File: src/rtl/crop_decimate.sv
// Pan/zoom stage: crops a multi-channel pixel stream to a window latched at frame start,
// then keeps every 2^k-th column/line inside it. One cycle of latency from input to output.
module crop_decimate #(
   parameter int CHANNELS          = 3,
   parameter int DATA_WIDTH        = 10,
   parameter int COORD_WIDTH       = 11,
   parameter int MAX_DECIMATE_LOG2 = 3,
   localparam int PW = CHANNELS * DATA_WIDTH,
   localparam int KW = (MAX_DECIMATE_LOG2 > 0) ? $clog2(MAX_DECIMATE_LOG2 + 1) : 1
) (
   input  logic                   clock_in,
   input  logic                   reset_n_in,
   input  logic [PW-1:0]          data_in,
   input  logic                   line_valid_in,
   input  logic                   frame_valid_in,
   input  logic [COORD_WIDTH-1:0] x_crop_start_in,
   input  logic [COORD_WIDTH-1:0] x_crop_end_in,
   input  logic [COORD_WIDTH-1:0] y_crop_start_in,
   input  logic [COORD_WIDTH-1:0] y_crop_end_in,
   input  logic [KW-1:0]          decimate_log2_in,
   output logic [PW-1:0]          data_out,
   output logic                   line_valid_out,
   output logic                   frame_valid_out,
   output logic [COORD_WIDTH-1:0] x_size_out,
   output logic [COORD_WIDTH-1:0] y_size_out,
   output logic                   config_error_out,
   output logic                   frame_done_out
);

   localparam logic [1:0] S_SYNC    = 2'd0;
   localparam logic [1:0] S_IDLE    = 2'd1;
   localparam logic [1:0] S_ACTIVE  = 2'd2;
   localparam logic [1:0] S_BLOCKED = 2'd3;

   localparam logic [KW-1:0] K_MAX = KW'(MAX_DECIMATE_LOG2);

   logic [1:0]             r_state;
   logic                   r_fv, r_lv;
   logic [COORD_WIDTH-1:0] r_x_cnt, r_y_cnt;
   logic [COORD_WIDTH-1:0] r_xs, r_xe, r_ys, r_ye;
   logic [KW-1:0]          r_k;
   logic [PW-1:0]          r_data;
   logic                   r_lv_out, r_fv_out, r_done, r_err;
   logic [COORD_WIDTH-1:0] r_xsz, r_ysz;

   logic                   w_start, w_win_ok, w_act, w_keep, w_fv_out_nxt;
   logic [KW-1:0]          w_k_in, w_k;
   logic [COORD_WIDTH-1:0] w_xs, w_xe, w_ys, w_ye, w_mask, w_dx, w_dy;
   logic [COORD_WIDTH:0]   w_xw, w_yw;
   logic [COORD_WIDTH-1:0] w_xsz, w_ysz;

   // On the latch cycle the live inputs stand in for the shadow registers,
   // so the first frame cycle is filtered with the new window.
   assign w_start  = (r_state == S_IDLE) && !r_fv && frame_valid_in;
   assign w_k_in   = (decimate_log2_in > K_MAX) ? K_MAX : decimate_log2_in;
   assign w_win_ok = (x_crop_end_in > x_crop_start_in) && (y_crop_end_in > y_crop_start_in);

   assign w_xs  = w_start ? x_crop_start_in : r_xs;
   assign w_xe  = w_start ? x_crop_end_in   : r_xe;
   assign w_ys  = w_start ? y_crop_start_in : r_ys;
   assign w_ye  = w_start ? y_crop_end_in   : r_ye;
   assign w_k   = w_start ? w_k_in          : r_k;
   assign w_act = w_start ? w_win_ok        : (r_state == S_ACTIVE);

   assign w_mask = ~({COORD_WIDTH{1'b1}} << w_k);
   assign w_dx   = r_x_cnt - w_xs;
   assign w_dy   = r_y_cnt - w_ys;

   assign w_keep = w_act && line_valid_in && frame_valid_in
                && (r_x_cnt >= w_xs) && (r_x_cnt < w_xe)
                && (r_y_cnt >= w_ys) && (r_y_cnt < w_ye)
                && ((w_dx & w_mask) == '0) && ((w_dy & w_mask) == '0);

   // One extra bit so the ceil rounding cannot overflow on wide windows
   assign w_xw  = {1'b0, w_xe} - {1'b0, w_xs} + {1'b0, w_mask};
   assign w_yw  = {1'b0, w_ye} - {1'b0, w_ys} + {1'b0, w_mask};
   assign w_xsz = COORD_WIDTH'(w_xw >> w_k);
   assign w_ysz = COORD_WIDTH'(w_yw >> w_k);

   assign w_fv_out_nxt = (r_state != S_SYNC) && frame_valid_in;

   always_ff @(posedge clock_in or negedge reset_n_in) begin
      if (!reset_n_in) begin
         r_state <= S_SYNC;
         r_fv    <= 1'b0;
         r_lv    <= 1'b0;
         r_x_cnt <= '0;
         r_y_cnt <= '0;
      end else begin
         r_fv <= frame_valid_in;
         r_lv <= line_valid_in;

         if (!line_valid_in)   r_x_cnt <= '0;
         else if (~&r_x_cnt)   r_x_cnt <= r_x_cnt + 1'b1;

         if (!frame_valid_in)                                  r_y_cnt <= '0;
         else if (r_lv && !line_valid_in && (~&r_y_cnt))       r_y_cnt <= r_y_cnt + 1'b1;

         case (r_state)
            S_SYNC:    if (!frame_valid_in) r_state <= S_IDLE;
            S_IDLE:    if (w_start) r_state <= w_win_ok ? S_ACTIVE : S_BLOCKED;
            S_ACTIVE,
            S_BLOCKED: if (!frame_valid_in) r_state <= S_IDLE;
            default:   r_state <= S_SYNC;
         endcase
      end
   end

   always_ff @(posedge clock_in or negedge reset_n_in) begin
      if (!reset_n_in) begin
         r_xs  <= '0;
         r_xe  <= '0;
         r_ys  <= '0;
         r_ye  <= '0;
         r_k   <= '0;
         r_xsz <= '0;
         r_ysz <= '0;
         r_err <= 1'b0;
      end else if (w_start) begin
         r_xs  <= x_crop_start_in;
         r_xe  <= x_crop_end_in;
         r_ys  <= y_crop_start_in;
         r_ye  <= y_crop_end_in;
         r_k   <= w_k_in;
         r_xsz <= w_win_ok ? w_xsz : '0;
         r_ysz <= w_win_ok ? w_ysz : '0;
         r_err <= !w_win_ok;
      end
   end

   always_ff @(posedge clock_in or negedge reset_n_in) begin
      if (!reset_n_in) begin
         r_data   <= '0;
         r_lv_out <= 1'b0;
         r_fv_out <= 1'b0;
         r_done   <= 1'b0;
      end else begin
         r_lv_out <= w_keep;
         if (w_keep) r_data <= data_in;
         r_fv_out <= w_fv_out_nxt;
         r_done   <= r_fv_out && !w_fv_out_nxt;
      end
   end

   assign data_out         = r_data;
   assign line_valid_out   = r_lv_out;
   assign frame_valid_out  = r_fv_out;
   assign frame_done_out   = r_done;
   assign x_size_out       = r_xsz;
   assign y_size_out       = r_ysz;
   assign config_error_out = r_err;

endmodule

File: config.mk
export PLATFORM = sky130hd
export DESIGN_NAME = crop_decimate
export DESIGN_NICKNAME = d
export VERILOG_FILES = /design/src/rtl/crop_decimate.sv
export SDC_FILE = /design/constraint.sdc
export NUM_CORES = 1
export LEC_CHECK = 0
export CAP_MARGIN = 20
export CORE_ASPECT_RATIO = 1.5
export CORE_MARGIN = 1.5
export CORE_UTILIZATION = 30
export DETAILED_ROUTE_END_ITERATION = 12
export DONT_BUFFER_PORTS = 1
export HOLD_SLACK_MARGIN = 0.05
export PLACE_DENSITY = 0.4
export RECOVER_POWER = 100
export SLEW_MARGIN = 10
export SYNTH_ARGS = -nofsm -noshare
export SYNTH_HDL_FRONTEND = slang
export SYNTH_SLANG_ARGS = --single-unit
export TNS_END_PERCENT = 20
File: constraint.sdc
create_clock -name clock_in -period 5.1 [get_ports clock_in]
set_input_delay 0.51 -clock clock_in [delete_from_list [all_inputs] [get_ports clock_in]]
set_output_delay 0.51 -clock clock_in [all_outputs]
set_load 0.03 [all_outputs]
# [After elaboration in Yosys (flattened, before gate mapping)]
# Cells that the tools add are included.
[word_totals] reg_bits=128 input_bits=80 elab_cells=90 output_inout_bits=56
[classes] n_eq_ne=7 shifts=3 bitwise=3 magnitude_cmp=7 add_sub_neg=8 mux=17 n_reduce_logical=28
[ops] cell="$mux W11" n=10
[ops] cell="$add A12 B11 Y12" n=2
[ops] cell="$shr A12 B2 Y11" n=2
[ops] cell="$sub A11 B11 Y12" n=2
[ops] cell="$add A11 B1 Y11 const B" n=2
[ops] cell="$and A11 B11 Y11" n=2
[ops] cell="$ge A11 B11 Y1" n=2
[ops] cell="$gt A11 B11 Y1" n=2
[ops] cell="$logic_not A11 Y1" n=2
[ops] cell="$lt A11 B11 Y1" n=2
[ops] cell="$reduce_and A11 Y1" n=2
[ops] cell="$sub A11 B11 Y11" n=2
[ops] cell="$logic_and A1 B1 Y1" n=15
[ops] cell="$not A11 Y11" n=1
[ops] cell="$shl A11 B2 Y11 const A" n=1
[ops] cell="$mux W2" n=4
[ops] cell="$ne A2 B2 Y1 const B" n=3
[ops] cell="$logic_not A1 Y1" n=5
[ops] cell="$eq A2 B2 Y1 const B" n=2
[ops] cell="$pmux W2 S2" n=1
[ops] cell="$reduce_or A3 Y1" n=1
[ops] cell="$eq A2 B1 Y1 const B" n=1
[ops] cell="$gt A2 B2 Y1 const B" n=1
[ops] cell="$logic_not A2 Y1" n=1
[ops] cell="4 further kinds" n=5

# [Longest topological paths before layout]
# Gate-level depths: netlist (run 1).
[logic_depth] word_depth=12 mapped_depth=19 depth_no_buf=15

# [Worst setup path before layout (run 1)]
# OpenSTA, ideal clock, no wires.
[synth_path] kind="input to register" from="input frame_valid_in" to="register r_xsz[7], in the netlist x_size_out[7]" required_ns=4.980 path_buffers=4 cell_stages=19 setup_time_ns=0.120 path_slack_ns=1.030 arrival_time_ns=3.950 cell_sequence="nand4bb_1 -> buf_4 -> buf_2 -> clkbuf_1 -> buf_1 -> nand2_1 -> nand2_1 -> ha_1 -> inv_1 -> ha_1 -> inv_1 -> fa_1 -> nor2b_1 -> o2111ai_1 -> nand3_1 -> a41oi_1 -> xnor2_1 -> mux4_2 -> a31o_2"
[synth_via] word_cells_on_any_way=10 cone_classes="2 x add/sub; 2 x shift; 4 x mux; 1 x bitwise; 1 x reduce/logical"
[synth_lines] item="start: declaration" line="15" rtl="input logic frame_valid_in,"
[synth_lines] item="$logic_and A1 B1 Y1" line="54" rtl="assign w_start = (r_state == S_IDLE) && !r_fv && frame_valid_in;"
[synth_lines] item="$mux W11"
[synth_lines] item="named net w_xs[0]" line="48" rtl="logic [COORD_WIDTH-1:0] w_xs, w_xe, w_ys, w_ye, w_mask, w_dx, w_dy;"
[synth_lines] item="$sub A11 B11 Y12" line="75" rtl="assign w_xw = {1'b0, w_xe} - {1'b0, w_xs} + {1'b0, w_mask};"
[synth_lines] item="$add A12 B11 Y12" line="75"
[synth_lines] item="$shr A12 B2 Y11" line="77" rtl="assign w_xsz = COORD_WIDTH'(w_xw >> w_k);"
[synth_lines] item="$mux W11" line="125" rtl="r_xsz <= w_win_ok ? w_xsz : '0;"
[synth_lines] item="end signal: assignment" line="125"
[synth_lines] item="end: declaration" line="44" rtl="logic [COORD_WIDTH-1:0] r_xsz, r_ysz;"
# The timed path passes the listed nets, and every way through them passes these cells.
# A chain may end at the register's enable or synchronous reset.

# [Worst setup path in the final report (run 1)]
[layout_path] from="register r_state[1]" to="register r_xsz[7], in the netlist x_size_out[7]"
[layout_via] word_cells_on_any_way=12 cone_classes="2 x add/sub; 1 x eq/ne; 2 x shift; 4 x mux; 1 x bitwise; 2 x reduce/logical"
[layout_lines] item="start: declaration" line="37" rtl="logic [1:0] r_state;"
[layout_lines] item="start signal: assignment" line="101" rtl="S_IDLE: if (w_start) r_state <= w_win_ok ? S_ACTIVE : S_BLOCKED;"
[layout_lines] item="$eq A2 B1 Y1" line="54"
[layout_lines] item="$logic_and A1 B1 Y1 (2 in a row)" line="54"
[layout_lines] item="$mux W11"
[layout_lines] item="named net w_xs[0]" line="48"
[layout_lines] item="$sub A11 B11 Y12" line="75"
[layout_lines] item="$add A12 B11 Y12" line="75"
[layout_lines] item="$shr A12 B2 Y11" line="77"
[layout_lines] item="$mux W11" line="125"
# The timed path passes the listed nets, and every way through them passes these cells.

==> results of run 1 <==
## flip-flops by register name, indices dropped and copies added (netlist names)
signal and cells:
r_xs 11, frame_done_out 1, r_state 2, r_lv 1
r_y_cnt 11, r_x_cnt 11, data_out 30, r_ye 11
line_valid_out 1, r_fv 1, r_k 2, frame_valid_out 1
r_xe 11, x_size_out 11, y_size_out 11, config_error_out 1
r_ys 11
## final cells by class
cell class              count  area (µm²)  area share
clock buffers              27         523      0.0548
clock inverters             4        72.6     0.00760
inverters                  90         338      0.0354
multi-input cells         631        4890       0.512
flip-flops and latches    128        3200       0.336
well taps                 351         439      0.0460
repair buffers             12        81.3     0.00852
## layout by cell type, fill, tap and decap left out, types with 4 or more instances in the layout
cell type	instances
nand3_1	11
o21a_1	7
o211ai_1	8
a21o_1	16
inv_1	88
nor2_1	52
or3_1	5
nand2b_1	4
buf_4	5
and3_1	8
nand2_1	70
a22o_1	11
nor3_1	14
xnor2_1	28
and2_1	6
nor2b_1	23
a32o_1	5
clkbuf_16	17
a31oi_1	5
and2_0	27
a21oi_1	46
o31ai_1	6
mux2i_1	26
a41oi_1	4
clkbuf_1	9
a211oi_1	10
clkbuf_8	6
nand4_1	15
o21ai_0	22
ha_1	104
dfrtp_1	128
a21boi_0	4
mux2_1	31
xor2_1	12
## cells by family (layout without fill, tap and decap cells)
family | Yosys count | count (layout) | share of synthesized area
compound gates | 173 | 173 | 0.139
xor+xnor | 40 | 40 | 0.0405
fa+ha+maj | 108 | 108 | 0.157
buf+inv | 119 | 133 | 0.0566
flops | 128 | 128 | 0.370
mux | 64 | 64 | 0.0952
simple gates | 246 | 246 | 0.142
## synth_stat cells, types with 5 or more instances
cell / number
a211oi_1: 10
a21o_1: 16
a21oi_1: 46
a22o_1: 11
a31oi_1: 5
a32o_1: 5
and2_1: 33
and3_1: 8
buf_6: 5
clkbuf_1: 17
dfrtp_1: 128
ha_1: 104
inv_1: 88
mux2_4: 30
mux2i_1: 27
nand2_1: 70
nand3_1: 11
nand4_1: 15
nor2_1: 52
nor2b_1: 23
nor3_1: 14
o211ai_1: 8
o21a_1: 7
o21ai_0: 22
o31ai_1: 6
or3_1: 5
xnor2_1: 28
xor2_1: 12
## stage by stage
| step | instances | utilization | instance area (µm²) |
|---|---|---|---|
| 6_report | 1243 | 0.335 | 9540 |
| 5_1_grt | 1243 | 0.335 | 9540 |
| 4_1_cts | 1243 | 0.340 | 9700 |
| 3_5_place_dp | 1211 | 0.318 | 9070 |
| 3_3_place_gp | 1211 | 0.318 | 9070 |
| 2_1_floorplan | 878 | - | 8660 |
## power groups by stage
stage	logic (W)	clock network [W]	registers (W)
2_1_floorplan	0.00155	0	0.00129
3_3_place_gp	0.00209	0	0.00132
3_5_place_dp	0.00208	0	0.00132
4_1_cts	0.00212	0.00129	0.00130
5_1_grt	0.00235	0.00133	0.00132
6_report	0.00206	0.00125	0.00130
## routing by layer
layer  vias up  share of wire  global-route usage
met5         -              0                   0
li1       3079              -                   -
met2       147           0.56               0.334
met4         0          0.020              0.0626
met1      3066           0.38               0.173
met3        26          0.040              0.0401
## worst paths after layout
| path | startpoint | to | slack (ns) | depth (start not counted) |
|---|---|---|---|---|
| worst max register to register | r_state[1]$_DFFE_PN0P_ | x_size_out[7]$_DFFE_PN0P_ | 0.68 | 16 |
| worst min register to register | r_xs[6]$_DFF_PN0_ | r_xs[6]$_DFF_PN0_ | 0.47 | 1 |
| worst max-delay path | r_state[1]$_DFFE_PN0P_ | x_size_out[7]$_DFFE_PN0P_ | 0.68 | 16 |
| max in group asynchronous | reset_n_in | x_size_out[8]$_DFFE_PN0P_ | 1.99 | 1 |
| min in group asynchronous | reset_n_in | r_ys[1]$_DFF_PN0_ | 1.20 | 1 |
| worst min-delay path | line_valid_in | r_lv$_DFF_PN0_ | 0.11 | 0 |
## timing repair
item	in CTS	in global routing
hold endpoints to repair	128	0
endpoints found under the setup margin	0	0
resized for setup	0	0
hold buffers	1	0
==> impl_metrics.toml, run 1 <==
[outcome]
status = "complete, but fails checks"
violations = "capacitance limit, slew limit"

[pwr]
cellLeakagePower_nw = 4.75
combPwrFrac = 0.447
ir_drop_uv = 200
intPower_w = 0.00277
switchingPower_w = 0.00183
p_per_area_nw_per_um2 = 483
p_sw_frac = 0.398
power_frac_clock = 0.271
pwr-share-seq = 0.283
p_total_w = 0.00461

[floorplan]
placeableCoreArea_um2 = 28500
die_w_um = 142
fp-row-count = 76
start_util = 0.304
dieHeight_um = 211
io_pins = 136
die_area_um2 = 29900

[final_layout]
insertedDiodeCount = 0
synthToLayoutAreaGrowth_pct = 10.2
drive_above_1_share = 0.0538
fin_nets = 1066
fill_cells = 2992

[timing]
finalWorstSetupSlack_ns = 0.676
holdWs_ns = 0.106
finalClockSkew_ns = 0.0113
max_freq_mhz = 226
rsz0062_at_grt = "no"
maxSlewHeadroom = -1.23
fin_setup_tns_ns = 0
min_period_ns = 4.42
slew_viol_final = 129
setup_violations = 0
hold_viol = 0
worst_pin_slew_ns = 3.34
period_share = 0.867

[synth]
synth-edff-count = 0
syn_nets = 1064
yosysSeqAreaShare = 0.370
postSynthAreaPerCell_um2 = 9.86
synth_top_area_frac = 0.370
yosysTopAreaCell = "dfrtp_1"
ys_seq_elements = 128
synthCells = 878
synth_cell_type_count = 65
yosysWarnings = 0
synth_area_leaders = "dfrtp_1 37%, ha_1 15%, mux2_4 5.2%"
netlist_area_um2 = 8660
synthArstFlopShare = 1.00
synth-main-ff-cell = "dfrtp_1"

[route]
drcViolationCount = 0
viasPerCell = 5.08
dr.first_iter.drc_count = 191
wl_per_cell_um = 19.6
ant_nets = 0
first_pass_iters = 4
num_vias = 6318
wl_mm = 24.4

[place]
dp_hpwl_mm = 19.3
port_buffers = 0
dp_slack_ns = 0.938
place_congestion = 0.791

[cts]
clock_path_buffers = 2
tritoncts = "done"
clkSinkCount = 128
clk_pin_slew_ns = 0.06
post_cts_buffers = 0
cts_buffers = 17
cts_root_buffer = "clkbuf_16"
insertion_delay_ns = 0.44
htree_levels = 4

[global_route]
grt_pass1_wl_mm = 38.1
grt_pass1_vias = 6732
grt_max_degree = 129
grt-ovfl-total = 0
grt_util_all_layers = 0.171
antenna_found_initial = 1

[worst_setup_path]
start_kind = "flop"
path_cells = "and4bb_1, clkbuf_1, nand2_1, nand2_1, ha_1, inv_1, ha_1, inv_1, fa_1, nor2b_1, o2111ai_1, nand3_1, a41oi_1, xnor2_1, mux4_2, a31o_2"
critPathRequiredTime_ns = 5.43
cp.arrival_ns = 4.75
crit_family = "simple AND/OR/NAND/NOR gates"
path_max_fanout = 11
critPathBufInv = 3
crit_path_max_incr_delay_ns = 0.59
criticalPathCategory = "reg2reg"
critPathSlowestCell = "and4bb_1"
end_kind = "flop"

[flow_run]
maxCapViolCount = 1

[hold_path]
hold_class = "in2reg"
Note: power is estimated with default switching activity, not from simulation.
==> inputs of run 2 (changes only) <==
CORE_MARGIN = unset   (was 1.5)
CORE_UTILIZATION = 58   (was 30)
GPL_TIMING_DRIVEN = 0   (was unset)
PLACE_DENSITY = 0.7   (was 0.4)
==> run 2 against run 1 <==
  * The run still ends with capacitance limit, slew limit left
  * Clock power rose by 6%
  * Flip-flop and latch count did not move
  * Core utilization rose by 31 points
  * Combinational power barely moved
  * Global-route usage rose by 13 points
  * Fmax fell by 7.2%
  * Count of clock-buffer cells in the layout fell by 10
  * Setup slack got worse by 0.34 ns
  * Routed wire length fell by 11%
  * Sequential share of layout area rose by 0.34 points
  * Critical path type unchanged
  * Highest routed layer unchanged
==> impl_metrics.toml, run 2 (same netlist as run 1, synthesis figures left out) <==
[final_layout]
insertedDiodeCount = 0
layout_commonest_cell = "dfrtp_1"
synthToLayoutAreaGrowth_pct = 9.10
seq_area_um2 = 3200
largest_register_ffs = 30
drive_above_1_share = 0.0626
mostFrequentLayoutCells = "128 x dfrtp_1, 104 x ha_1, 88 x inv_1"
post-route-util = 0.647
multi_input_area_um2 = 4860
fin_nets = 1083
fill_cells = 1258

[global_route]
grt_pass1_wl_mm = 34.3
grt_util_all_layers = 0.298
grt_max_degree = 129
grt-ovfl-total = 0
grt_pass1_vias = 6902
antenna_found_initial = 0

[timing]
period_share = 0.935
slew_viol_final = 129
hold_viol = 0
fin_setup_tns_ns = 0
setup_violations = 0
max_freq_mhz = 210
min_period_ns = 4.77
finalClockSkew_ns = 0.00815
maxSlewHeadroom = -1.14
worst_pin_slew_ns = 3.20
rsz0062_at_grt = "no"

[worst_setup_path]
cp.arrival_ns = 5.07
critPathRequiredTime_ns = 5.40
path_max_fanout = 19
crit_path_start = "r_state[1]$_DFFE_PN0P_"
end_kind = "flop"
criticalPathCategory = "reg2reg"
worst_r2r_startpoint = "r_state[1]$_DFFE_PN0P_"
start_kind = "flop"

[floorplan]
die_w_um = 102
io_pins = 136
die_area_um2 = 15400
placeableCoreArea_um2 = 14600
fp-row-count = 54
start_util = 0.593
dieHeight_um = 152

[cts]
clk_pin_slew_ns = 0.06
clock_path_buffers = 2
clkSinkCount = 128
cts_buffers = 17
post_cts_buffers = 0
insertion_delay_ns = 0.43
cts_root_buffer = "clkbuf_16"
htree_levels = 4
tritoncts = "done"

[place]
port_buffers = 0
place_congestion = 0.938
dp_hpwl_mm = 17.0

[pwr]
p_per_area_nw_per_um2 = 496
cellLeakagePower_nw = 4.80
ir_drop_uv = 392

[route]
first_pass_iters = 5
num_vias = 6686
drcViolationCount = 0
wl_per_cell_um = 19.7
ant_nets = 0
wl_mm = 21.8
viasPerCell = 6.05
dr.first_iter.drc_count = 217

[flow_run]
maxCapViolCount = 1

[hold_path]
hold_start = "line_valid_in"
hold_class = "in2reg"

[outcome]
violations = "capacitance limit, slew limit"
status = "complete, but fails checks"
-- run 2: cell type report --
type | instances | area share
inverters | 90 | 0.0358
repair buffers | 1 | 0.000530
multi-input cells | 631 | 0.515
well taps | 196 | 0.0260
flip-flops and latches | 128 | 0.339
plain buffers | 28 | 0.0159
clock inverters | 15 | 0.0229
clock buffers | 17 | 0.0450
-- run 2: path summary, 6_finish.rpt --
path                       slack [ns]  cells after the start                   endpoint
setup / recovery                 0.33                     15   data_out[12]$_DFFE_PN0P_
hold / removal                   0.11                      0             r_lv$_DFF_PN0_
setup reg to reg                 0.33                     15   data_out[12]$_DFFE_PN0P_
hold reg to reg                  0.48                      1          r_xs[6]$_DFF_PN0_
max in group asynchronous        2.10                      1  x_size_out[6]$_DFFE_PN0P_
min in group asynchronous        1.13                      1     r_y_cnt[4]$_DFFE_PN0P_
-- run 2: what timing repair did --
| action | 4_1_cts | 5_1_grt |
|---|---|---|
| setup endpoints to repair | 30 | 32 |
| hold buffers | 1 | 0 |
| hold endpoints to repair | 128 | 0 |
| resized for setup | 1 | 0 |
-- run 2: power by group --
| part | total, W | switching [W] | internal [W] |
|---|---|---|---|
| combinational | 0.00205 | 0.00122 | 0.000832 |
| sequential | 0.00130 | 0.000155 | 0.00115 |
| clock | 0.00133 | 0.000465 | 0.000863 |
-- run 2: routing by layer --
metal  global-route usage  wire length (µm)  vias to the layer above
met3               0.0583              1210                       59
met4                0.178              1050                        0
met1                0.323              8310                     3239
met5                    0                 0                        -
met2                0.530             11200                      252
li1                     -                 -                     3136
-- run 2: worst max-delay path: stages, from the launching register on --
cell and delay (ns):
dfrtp_1 0.41, nand4bb_1 0.15, buf_4 0.21, buf_2 0.45
clkbuf_1 0.53, nor2_1 0.11, a21oi_1 0.43, ha_1 0.22
nand4_1 0.13, nor3_1 0.29, o221a_2 0.24, a211o_1 0.13
o311ai_1 0.13, a2111oi_4 0.59, buf_6 0.25, mux2_1 0.34
-- run 2: per-stage QoR --
step                      cell area [µm²]  total power (W)  worst slack (ns)  cells  hold slack, ns
after floorplan                      8660          0.00284              1.03    878           0.214
after global placement               8900          0.00324           0.00993   1074           0.217
after detailed placement             8900          0.00332           -0.0916   1074           0.217
after CTS                            9580          0.00469            0.0633   1107          0.0852
after global routing                 9450          0.00498             0.125   1106          0.0943
final                                9450          0.00468             0.333   1106           0.108
==> inputs of run 3 (changes only) <==
CORE_UTILIZATION = 65   (was 58)
PLACE_DENSITY = 0.77   (was 0.7)
==> run 3 against run 2 <==
  * The run still ends with capacitance limit, slew limit left
  * Flip-flop and latch count unchanged
  * Core utilization increased by 7.7 points
  * Clock skew increased by 0.0031 ns
  * Critical path type unchanged
  * Sequential share of layout area increased by 0.072 points
  * Count of clock-buffer cells in the layout unchanged
  * Largest cell class unchanged
==> impl_metrics.toml, run 3 (same netlist as run 1, synthesis figures left out) <==
[worst_setup_path]
critPathRequiredTime_ns = 5.39
reg2reg_to = "data_out[7]$_DFFE_PN0P_"
end_kind = "flop"
path_max_fanout = 19
cp.arrival_ns = 5.11
criticalPathCategory = "reg2reg"
worst_r2r_startpoint = "r_state[1]$_DFFE_PN0P_"
r2r_slack_ns = 0.29
ff2ff_path_depth = 15
start_kind = "flop"

[hold_path]
whs_endpoint = "r_fv$_DFF_PN0_"
hold_start = "frame_valid_in"
hold_class = "in2reg"
min_path_cells = 0

[global_route]
grt-ovfl-total = 0
grt_use_met1 = 0.364
antenna_found_initial = 0
grt_pass1_vias = 6929
use_met3 = 0.0624
grt_max_degree = 129
globalRouteMet2Util = 0.569
grt_pass1_wl_mm = 33.5
grt.busiest_layer = "met2"
grt_util_all_layers = 0.327

[place]
dp_slack_ns = 0.0608
place_congestion = 0.929
port_buffers = 0
dp_hpwl_mm = 16.4

[timing]
maxSlewHeadroom = -1.10
slew_viol_final = 129
setup_violations = 0
finalClockSkew_ns = 0.0112
holdWs_ns = 0.115
rsz0062_at_grt = "no"
hold_viol = 0
max_freq_mhz = 208
period_share = 0.943
worst_pin_slew_ns = 3.15
finalWorstSetupSlack_ns = 0.288
fin_setup_tns_ns = 0
min_period_ns = 4.81

[floorplan]
start_util = 0.665
die_w_um = 96.2
placeableCoreArea_um2 = 13000
die_area_um2 = 13800
dieHeight_um = 143
fp-row-count = 51
io_pins = 136

[final_layout]
fill_cells = 974
largest_register_ffs = 30
drive_above_1_share = 0.0824
fin_nets = 1083
mostFrequentLayoutCells = "128 x dfrtp_1, 104 x ha_1, 88 x inv_1"
layout_commonest_cell = "dfrtp_1"
synthToLayoutAreaGrowth_pct = 8.87
insertedDiodeCount = 0

[cts]
cts_buffers = 17
clock_path_buffers = 2
htree_levels = 4
cts_root_buffer = "clkbuf_16"
clkSinkCount = 128
tritoncts = "done"
insertion_delay_ns = 0.42
clk_pin_slew_ns = 0.06

[route]
num_vias = 6732
wl_per_cell_um = 20.1
first_pass_iters = 8
viasPerCell = 6.30
dr.first_iter.drc_count = 316
ant_nets = 0
wl_mm = 21.5
drcViolationCount = 0

[pwr]
pwr-share-seq = 0.283
power_frac_clock = 0.271
switchingPower_w = 0.00187
p_per_area_nw_per_um2 = 487
p_sw_frac = 0.408
combPwrFrac = 0.446
intPower_w = 0.00271
ir_drop_uv = 422
cellLeakagePower_nw = 4.76

[outcome]
violations = "capacitance limit, slew limit"
status = "complete, but fails checks"

[flow_run]
maxCapViolCount = 1
==> run 3: cell types whose count changed in the layout (fill, tap and decap cells not counted), sizes merged <==
| cell | delta |
|---|---|
| buf | -2 |
| bufinv | -3 |
| clkbuf | +2 |
| clkinv | -6 |
| clkinvlp | +2 |
| inv | +7 |
==> run 3: per-stage QoR <==
step                      std cells   util  instance area, µm²  power [W]
final                          1069  0.724                9430    0.00459
after global routing           1069  0.724                9430    0.00488
after CTS                      1070  0.729                9490    0.00459
after detailed placement       1037  0.681                8860    0.00330
after global placement         1037  0.681                8860    0.00324
after floorplan                 878      -                8660    0.00284
==> run 3: power by group through the flow <==
| stage | registers [W] | clock network [W] | logic, W |
|---|---|---|---|
| 3_3_place_gp | 0.00131 | 0 | 0.00193 |
| 6_report | 0.00130 | 0.00124 | 0.00205 |
| 3_5_place_dp | 0.00132 | 0 | 0.00198 |
| 2_1_floorplan | 0.00129 | 0 | 0.00155 |
| 5_1_grt | 0.00131 | 0.00129 | 0.00228 |
| 4_1_cts | 0.00130 | 0.00125 | 0.00204 |
==> run 3: worst max-delay path by stage <==
stage                           startpoint                        end  cells after the start
finish              r_state[1]$_DFFE_PN0P_    data_out[7]$_DFFE_PN0P_                     15
global route        r_state[1]$_DFFE_PN0P_    data_out[7]$_DFFE_PN0P_                     15
CTS                 r_state[1]$_DFFE_PN0P_  x_size_out[7]$_DFFE_PN0P_                     19
detailed placement          frame_valid_in  x_size_out[7]$_DFFE_PN0P_                     19
global placement            frame_valid_in  x_size_out[7]$_DFFE_PN0P_                     19
floorplan                   frame_valid_in  x_size_out[7]$_DFFE_PN0P_                     19
==> run 3: what timing repair did <==
action	in CTS	in global routing
hold buffers	1	0
endpoints found under the setup margin	0	36
endpoints found under the hold margin	128	0
resized for setup	0	2
buffers inserted	0	0
==> run 3: routing by layer <==
layer / share of wire / vias to the layer above
met1: 0.38 / 3270
met4: 0.054 / 0
li1: - / 3137
met2: 0.51 / 258
met3: 0.058 / 67
met5: 0 / -
==> run 3: critical path: stages, from the launching register on <==
cell	delay (ns)
dfrtp_1	0.42
nand4bb_1	0.16
buf_4	0.21
buf_2	0.42
clkbuf_1	0.51
nor2_1	0.11
a21oi_1	0.48
ha_1	0.23
nand4_1	0.12
nor3_1	0.29
o221a_2	0.24
a211o_1	0.13
o311ai_0	0.20
a2111oi_4	0.56
buf_6	0.26
mux2_4	0.31
==> run 3: final cells by class <==
cell class | instances | area [µm²] | share of cell area
multi-input combinational | 631 | 4930 | 0.523
buffer | 28 | 151 | 0.0161
clock buffer | 17 | 425 | 0.0451
timing repair buffer | 1 | 5.00 | 0.000531
tap | 159 | 199 | 0.0211
inverter | 90 | 338 | 0.0358
sequential | 128 | 3200 | 0.340
clock inverter | 15 | 174 | 0.0184
